$ cat src/rtl/switch_debounce4_if.sv
// Switch-side bundle: raw levels in, debounced levels and status out.
interface switch_debounce4_if;
  logic [3:0] SW_raw;
  logic [3:0] SW_clean;
  logic       changed;
  logic       settling;
  logic [7:0] change_count;

  modport master (output SW_raw, input SW_clean, changed, settling, change_count);
  modport slave  (input SW_raw, output SW_clean, changed, settling, change_count);
endinterface

$ cat src/rtl/switch_debounce4.sv
// Two-flop synchronizer plus word-wide debounce FSM for four slide switches.
// SW_clean only moves after STABLE_CYCLES identical synchronized samples.
module switch_debounce4 #(
  parameter int STABLE_CYCLES = 4
) (
  input  logic              clk,
  input  logic              reset_n,
  switch_debounce4_if.slave sw
);
  localparam int          NUM_SW = 4;
  localparam logic [15:0] LAST   = 16'(STABLE_CYCLES - 1);

  typedef enum logic {IDLE, SETTLE} state_t;

  state_t              state_q, state_d;
  logic [NUM_SW-1:0]   sync1, sync2, cand, clean;
  logic [15:0]         cnt;
  logic [7:0]          count;
  logic                changed_q;
  logic                load, commit, clr, inc;

  always_ff @(posedge clk or negedge reset_n) begin
    if (!reset_n) begin
      sync1 <= '0;
      sync2 <= '0;
    end else begin
      sync1 <= sw.SW_raw;
      sync2 <= sync1;
    end
  end

  always_ff @(posedge clk or negedge reset_n) begin
    if (!reset_n) state_q <= IDLE;
    else          state_q <= state_d;
  end

  // The whole 4-bit word is one candidate, so a partial mix never commits.
  always_comb begin
    state_d = state_q;
    load    = 1'b0;
    commit  = 1'b0;
    clr     = 1'b0;
    inc     = 1'b0;
    case (state_q)
      IDLE: begin
        if (sync2 != clean) begin
          load    = 1'b1;
          state_d = SETTLE;
        end
      end
      SETTLE: begin
        if (sync2 == clean) begin
          clr     = 1'b1;
          state_d = IDLE;
        end else if (sync2 != cand) begin
          load = 1'b1;
        end else if (cnt == LAST) begin
          commit  = 1'b1;
          clr     = 1'b1;
          state_d = IDLE;
        end else begin
          inc = 1'b1;
        end
      end
      default: state_d = IDLE;
    endcase
  end

  always_ff @(posedge clk or negedge reset_n) begin
    if (!reset_n) begin
      cand      <= '0;
      cnt       <= '0;
      clean     <= '0;
      count     <= '0;
      changed_q <= 1'b0;
    end else begin
      if (load) begin
        cand <= sync2;
        cnt  <= 16'd1;
      end else if (clr) begin
        cnt <= '0;
      end else if (inc) begin
        cnt <= cnt + 16'd1;
      end
      if (commit) begin
        clean <= cand;
        count <= count + 8'd1;
      end
      changed_q <= commit;
    end
  end

  always_comb begin
    sw.SW_clean     = clean;
    sw.changed      = changed_q;
    sw.settling     = (state_q == SETTLE);
    sw.change_count = count;
  end
endmodule
$ cat src/flat_wrapper.sv
// flat-port wrapper written by rule: the top's interface ports become plain ports
module switch_debounce4_flat 
#(
  parameter int STABLE_CYCLES = 4
)
  (clk, reset_n, sw_SW_raw, sw_SW_clean, sw_changed, sw_settling, sw_change_count);
  switch_debounce4_if sw_i ();
  input  logic clk;
  input  logic reset_n;
  input wire logic [$bits(sw_i.SW_raw)-1:0] sw_SW_raw;
  output wire logic [$bits(sw_i.SW_clean)-1:0] sw_SW_clean;
  output wire logic [$bits(sw_i.changed)-1:0] sw_changed;
  output wire logic [$bits(sw_i.settling)-1:0] sw_settling;
  output wire logic [$bits(sw_i.change_count)-1:0] sw_change_count;
  assign sw_i.SW_raw = sw_SW_raw;
  assign sw_SW_clean = sw_i.SW_clean;
  assign sw_changed = sw_i.changed;
  assign sw_settling = sw_i.settling;
  assign sw_change_count = sw_i.change_count;
  switch_debounce4 #(.STABLE_CYCLES(STABLE_CYCLES)) u_core (.clk(clk), .reset_n(reset_n), .sw(sw_i));
endmodule
$ cat config.mk
export PLATFORM = sky130hd
export DESIGN_NAME = switch_debounce4_flat
export DESIGN_NICKNAME = d
export VERILOG_FILES = /design/src/rtl/switch_debounce4_if.sv /design/src/rtl/switch_debounce4.sv /design/src/flat_wrapper.sv
export SDC_FILE = /design/constraint.sdc
export NUM_CORES = 1
export LEC_CHECK = 0
export BUFFER_PORTS_ARGS = -buffer_cell sky130_fd_sc_hd__buf_2
export CAP_MARGIN = 25
export CELL_PAD_IN_SITES_DETAIL_PLACEMENT = 2
export CELL_PAD_IN_SITES_GLOBAL_PLACEMENT = 2
export CORE_AREA = 2 2 79 81
export CTS_CLUSTER_DIAMETER = 30
export CTS_CLUSTER_SIZE = 8
export DETAILED_ROUTE_END_ITERATION = 6
export DIE_AREA = 0 0 81 83
export PLACE_DENSITY = 0.8
export SLEW_MARGIN = 20
export SYNTH_ARGS = -nofsm -noshare
export SYNTH_HDL_FRONTEND = slang
export SYNTH_SLANG_ARGS = --single-unit
$ cat constraint.sdc
create_clock -name clk -period 2 [get_ports clk]
set_clock_uncertainty 0.05 [all_clocks]
set_input_delay 0 -clock clk [delete_from_list [all_inputs] [get_ports clk]]
set_output_delay 0 -clock clk [all_outputs]
set_load 0.01 [all_outputs]
==> flow_metrics.env, run 1 <==
export IMPL_status="finished with violations"
export IMPL_violations="negative setup slack"
export IMPL_fmax_ghz=0.452
export IMPL_clk_latency_ns=0.31
export IMPL_synth_top_family_by_area="simple AND/OR/NAND/NOR gates"
export IMPL_endpoint_kind="flop"
export IMPL_synth_compound_area_frac=0.100
export IMPL_yosys_warnings=0
export IMPL_synth_mux_area_frac=0.0564
export IMPL_pwr_density_cell_nw_per_um2=680
export IMPL_root_buffer="clkbuf_8"
export IMPL_ir_drop_v=0.000383
export IMPL_max_slew_worst_pin_slew_ns=0.528
export IMPL_period_minus_slack_ns=2.21
export IMPL_avgRoutedWirePerCell_um=25.7
export IMPL_cts_made_buffers=5
export IMPL_synth_flop_cell="dfrtp_1"
export IMPL_io_buffers=19
export IMPL_synth_common_cells="42 x dfrtp_1, 13 x nand2_1, 12 x a31oi_1"
export IMPL_power_mw=1.97
export IMPL_syn_num_nets=174
export IMPL_synthAdderAreaFrac=0.0127
export IMPL_maxCapViolCount=0
export IMPL_vias=1690
export IMPL_drcViolationCount=0
export IMPL_cp_slowest_cell="dfrtp_2"
export IMPL_max_slew_margin_rel=0.645
export IMPL_slew_violations=0
export IMPL_ys_seq_area_frac=0.532
export IMPL_overflow=0
export IMPL_die_h_um=83
export IMPL_worst_setup_path_start_kind="flop"
export IMPL_grt_use_total=0.202
export IMPL_layout_setup_ws_ns=-0.210
export IMPL_r2r_slack_ns=-0.21
export IMPL_stdcell_area_um2=2900
export IMPL_rsz0062_at_grt="yes"
export IMPL_place_ws_ns=-0.109
export IMPL_clk_pin_slew_worst_paths_ns=0.10
export IMPL_yosysTopAreaCell="dfrtp_1"
export IMPL_initial_core_util=0.340
export IMPL_synth_xor_area_frac=0.0709
export IMPL_syn_avg_cell_area_um2=11.9
export IMPL_p_leak_nw=1.27
export IMPL_crit_type="flop to flop"
export IMPL_place_gp_congestion=0.759
export IMPL_arrival_ns=2.34
export IMPL_synth_seq_cells=42
export IMPL_initialDrtViolationCount=106
export IMPL_fin_crit_sh=1.11
export IMPL_htree_levels=2
export IMPL_hold_violations=0
export IMPL_design_core_area_um2=5820
export IMPL_first_global_vias=1818
export IMPL_postSynthCellCount=166
export IMPL_rows=28
export IMPL_hpwl_um=3810
export IMPL_critPathRequiredTime_ns=2.13
export IMPL_slowest_delay_ns=0.46
export IMPL_path_max_fanout=7
export IMPL_yosysTopAreaCellShare=0.532
export IMPL_synth_edf_count=0
export IMPL_layout_drive_gt1_share=0.517
export IMPL_drt_total_wl_um=7900
export IMPL_switching_share=0.281
export IMPL_fin_setup_tns_ns=-3.59
export IMPL_die_area_um2=6720
export IMPL_p_seq_frac=0.475
export IMPL_dp_cells=273
export IMPL_synth_area_leaders="dfrtp_1 53%, mux2_2 5.1%, xnor2_1 4.4%, a31oi_1 3.8%, a41oi_1 2.7%"
export IMPL_p_sw_uw=556
export IMPL_p_int_mw=1.42
export IMPL_grt_max_degree=29
export IMPL_synthMostInstantiatedCell="dfrtp_1"
export IMPL_antenna_diode_count=0
export IMPL_placed_cell_area_um2=2280
export IMPL_avgViaCountPerCell=5.50
export IMPL_crit_buf_inv=4
export IMPL_crit_chain="xor2_4 -> nor4_4 -> buf_6 -> nor4_4 -> buf_4 -> buf_6 -> clkbuf_16 -> a41oi_1 -> a31oi_1"
export IMPL_grt_pass1_wl_um=10000
export IMPL_yosys_area_share_simple=0.194
export IMPL_finalSetupViolCount=28
export IMPL_whs_ns=0.0775
export IMPL_cts_sinks=42
export IMPL_ioPinCount=20
export IMPL_yosysUniqueCellTypes=34
export IMPL_detail_route_first_pass_iterations=4
export IMPL_cts_path_max_buffers=2
export IMPL_ant_nets=0
export IMPL_cts_tree="built"
export IMPL_worstHoldPathType="input port to async pin"
export IMPL_grt_antenna_before_repair=0
export IMPL_clkPwrFrac=0.363
export IMPL_synth_async_reset_ratio=1.00
export IMPL_final_util=0.499
export IMPL_crit_family="buffers and inverters"
export IMPL_nNetsFinal=239
export IMPL_syn_cell_area_um2=1980
export IMPL_areaGrowthSynthToFinish_pct=47.0
export IMPL_die_w_um=81
export IMPL_p_comb_frac=0.161
export IMPL_stdcell_count=307
## power groups by stage
stage / logic, mW / clock network [mW] / registers [mW]
after global placement: 0.185 / 0 / 0.932
after detailed placement: 0.199 / 0 / 0.936
after CTS: 0.222 / 0.716 / 0.926
after global routing: 0.338 / 0.757 / 0.943
after floorplan: 0.105 / 0 / 0.937
final: 0.319 / 0.718 / 0.938
## kinds of logic after synthesis
family	Yosys count
compound gates	30
fa+ha+maj	2
mux	10
buf+inv	8
flops	42
simple gates	58
xor+xnor	16
## worst reg2reg max path: stages, from the launching register on
cell and delay [ns]:
dfrtp_2 0.46, xor2_4 0.21, nor4_4 0.38, buf_6 0.19, nor4_4 0.05, buf_4 0.16
buf_6 0.13, clkbuf_16 0.16, a41oi_1 0.22, a31oi_1 0.07
## registers in the layout, indices dropped and copies added, names as in the netlist
| name | flops |
|---|---|
| u_core.cnt | 16 |
| u_core.sw.change_count | 8 |
| u_core.cand | 4 |
| u_core.sw.SW_clean | 4 |
| u_core.sync1 | 4 |
| u_core.sync2 | 4 |
| u_core.sw.changed | 1 |
| u_core.sw.settling | 1 |
## layout make-up
cell class | count | area, um^2
Clock buffer | 5 | 68.8
Timing Repair Buffer | 66 | 552
Sequential cell | 42 | 1060
Multi-Input combinational cell | 116 | 1090
Clock inverter | 3 | 43.8
Tap cell | 75 | 93.8
Fill cell | 597 | 2910
## cell usage in the layout, fill, tap and decap left out, drive strengths merged, types with 5 or more instances in the layout
master	synthesis	routed
a21oi	6	6
a31oi	12	12
a41oi	6	6
and3	6	6
buf	5	59
clkbuf	3	7
dfrtp	42	42
dlygate4sd3	0	5
mux2	9	9
nand2	13	13
nand3	9	9
nand4	7	7
nor4	6	6
xnor2	10	10
xor2	6	6
## final timing paths
path | start | to | depth (start not counted)
setup / recovery | u_core.sync2[0] | u_core.cnt[13] | 9
hold / removal | reset_n | u_core.cnt[5] | 2
setup reg to reg | u_core.sync2[0] | u_core.cnt[13] | 9
hold reg to reg | u_core.sync1[2] | u_core.sync2[2] | 0
max in group asynchronous | reset_n | u_core.sw.SW_clean[3] | 3
min in group clk | sw_SW_raw[3] | u_core.sync1[3] | 2
## layer usage
metal | GRT usage | wire length (um) | vias up
met5 | 0 | 0 | -
met4 | 0.0616 | 172 | 0
met3 | 0.0337 | 108 | 11
met2 | 0.378 | 4670 | 30
met1 | 0.227 | 2950 | 903
li1 | - | - | 746
## timing repair
action	CTS	global route
setup endpoints to repair	12	28
setup buffers	2	16
cloned	0	3
hold endpoints to repair	46	0
resized for setup	9	39
hold buffers	5	0
pin swaps	1	13
No activity file was read; power rests on OpenSTA's default activity.
==> run 2: changes to the inputs <==
--- a/config.mk
+++ b/config.mk
@@ -14,7 +14,7 @@
 export CTS_CLUSTER_SIZE = 8
 export DETAILED_ROUTE_END_ITERATION = 6
 export DIE_AREA = 0 0 81 83
-export PLACE_DENSITY = 0.8
+export PLACE_DENSITY = 0.71
 export SLEW_MARGIN = 20
 export SYNTH_ARGS = -nofsm -noshare
 export SYNTH_HDL_FRONTEND = slang
==> flow_metrics.env, run 2 (same netlist as run 1, synthesis figures left out) <==
export IMPL_cts_sinks=42
export IMPL_p_leak_nw=1.17
export IMPL_die_w_um=81
export IMPL_power_mw=1.99
export IMPL_critPathRequiredTime_ns=2.14
export IMPL_grt_max_degree=29
export IMPL_place_ws_ns=-0.0239
export IMPL_crit_type="flop to flop"
export IMPL_areaGrowthSynthToFinish_pct=33.4
export IMPL_cts_tree="built"
export IMPL_ant_nets=0
export IMPL_path_max_fanout=7
export IMPL_detail_route_first_pass_iterations=4
export IMPL_worstHoldPathType="input port to async pin"
export IMPL_initial_core_util=0.340
export IMPL_avgViaCountPerCell=5.45
export IMPL_antenna_diode_count=0
export IMPL_place_gp_congestion=0.716
export IMPL_period_minus_slack_ns=2.08
export IMPL_largest_reg_flops=16
export IMPL_vias=1597
export IMPL_violations="negative setup slack"
export IMPL_first_global_vias=1721
export IMPL_ir_drop_v=0.000370
export IMPL_overflow=0
export IMPL_endpoint_kind="flop"
export IMPL_drcViolationCount=0
export IMPL_ioPinCount=20
export IMPL_top_register="u_core.cnt"
export IMPL_die_h_um=83
export IMPL_finalSetupViolCount=8
export IMPL_grt_use_total=0.171
export IMPL_stdcell_area_um2=2640
export IMPL_max_slew_margin_rel=0.675
export IMPL_cts_path_max_buffers=2
export IMPL_die_area_um2=6720
export IMPL_layout_commonest_cell="dfrtp_1"
export IMPL_grt_pass1_wl_um=8770
export IMPL_slew_violations=0
export IMPL_startpoint="u_core.cnt[1]"
export IMPL_clk_latency_ns=0.29
export IMPL_rsz0062_at_grt="yes"
export IMPL_status="finished with violations"
export IMPL_placed_cell_area_um2=2240
export IMPL_max_slew_worst_pin_slew_ns=0.487
export IMPL_maxCapViolCount=0
export IMPL_arrival_ns=2.22
export IMPL_initialDrtViolationCount=68
export IMPL_io_buffers=19
export IMPL_rows=28
export IMPL_drt_total_wl_um=5910
export IMPL_fmax_ghz=0.481
export IMPL_layout_setup_ws_ns=-0.0803
export IMPL_clk_pin_slew_worst_paths_ns=0.08
export IMPL_root_buffer="clkbuf_8"
export IMPL_nNetsFinal=225
export IMPL_cts_made_buffers=5
export IMPL_pwr_density_cell_nw_per_um2=757
export IMPL_avgRoutedWirePerCell_um=20.2
export IMPL_hold_violations=0
export IMPL_worst_setup_path_start_kind="flop"
export IMPL_grt_antenna_before_repair=0
export IMPL_hpwl_um=3380
export IMPL_r2r_start="u_core.cnt[1]"
export IMPL_design_core_area_um2=5820
export IMPL_htree_levels=2
export IMPL_fin_crit_sh=1.04
export IMPL_layout_drive_gt1_share=0.376
export IMPL_final_cell_mix="41 x dfrtp_1, 24 x buf_4, 19 x buf_2, 13 x nand2_1, 12 x a31oi_1"
export IMPL_whs_ns=0.147
-- run 2: changes by cell type in the layout (fill, tap and decap cells not counted), moves of 3 or more --
| cell | previous run | this run |
|---|---|---|
| buf_4 | 33 | 24 |
| a41oi_1 | 1 | 5 |
| mux2_2 | 4 | 9 |
| dfrtp_1 | 37 | 41 |
| dfrtp_2 | 5 | 1 |
| mux2_4 | 5 | 0 |
| a21oi_2 | 5 | 1 |
| a21oi_1 | 1 | 5 |
| nand2_2 | 3 | 0 |
| nand2_1 | 9 | 13 |
| a41oi_2 | 4 | 1 |
-- run 2: layout make-up --
class	instances	area (um^2)
timing repair buffer	52	402
multi-input combinational	116	946
clock buffer	6	82.6
fill	612	3180
clock inverter	2	60.1
tap	75	93.8
sequential	42	1050
-- run 2: layer usage --
layer / GRT usage / share of wire
met4: 0.0508 / 0.034
met3: 0.0293 / 0.025
met1: 0.207 / 0.39
met2: 0.305 / 0.55
met5: 0 / 0
-- run 2: repair_timing --
action | 4_1_cts | 5_1_grt
pin swaps | 2 | 15
gates resized for setup | 4 | 9
hold buffers | 5 | 0
gates cloned | 0 | 2
setup buffers | 3 | 8
hold endpoints to repair | 24 | 0
setup endpoints to repair | 20 | 18
-- run 2: worst paths after layout --
kind | to | slack [ns] | cells after the start
max | u_core.cnt[14] | -0.08 | 8
min | u_core.cnt[7] | 0.15 | 2
max reg2reg | u_core.cnt[14] | -0.08 | 8
min reg2reg | u_core.sync2[0] | 0.31 | 0
max in group asynchronous | u_core.cnt[12] | 1.07 | 3
min in group clk | u_core.sync1[2] | 0.29 | 2
-- run 2: per-stage QoR --
stage          instances   util  TNS, ns
2_1_floorplan        166      -        0
3_3_place_gp         267  0.386        0
3_5_place_dp         267  0.386   -0.142
4_1_cts              283  0.428        0
5_1_grt              293  0.453    -1.17
6_report             293  0.453   -0.248
-- run 2: critical path: stages, from the launching register on --
cell	delay, ns
dfrtp_1	0.43
ha_4	0.18
nor4b_4	0.13
and4_4	0.22
nor4_4	0.34
buf_4	0.21
clkbuf_16	0.15
nand2_1	0.07
a31oi_1	0.20
-- run 2: power breakdown --
part           switching, mW  internal, mW  leakage (nW)  total, mW
Combinational          0.125         0.115         0.552      0.240
Clock                  0.299         0.533        0.0714      0.832
Sequential            0.0391         0.884         0.547      0.923
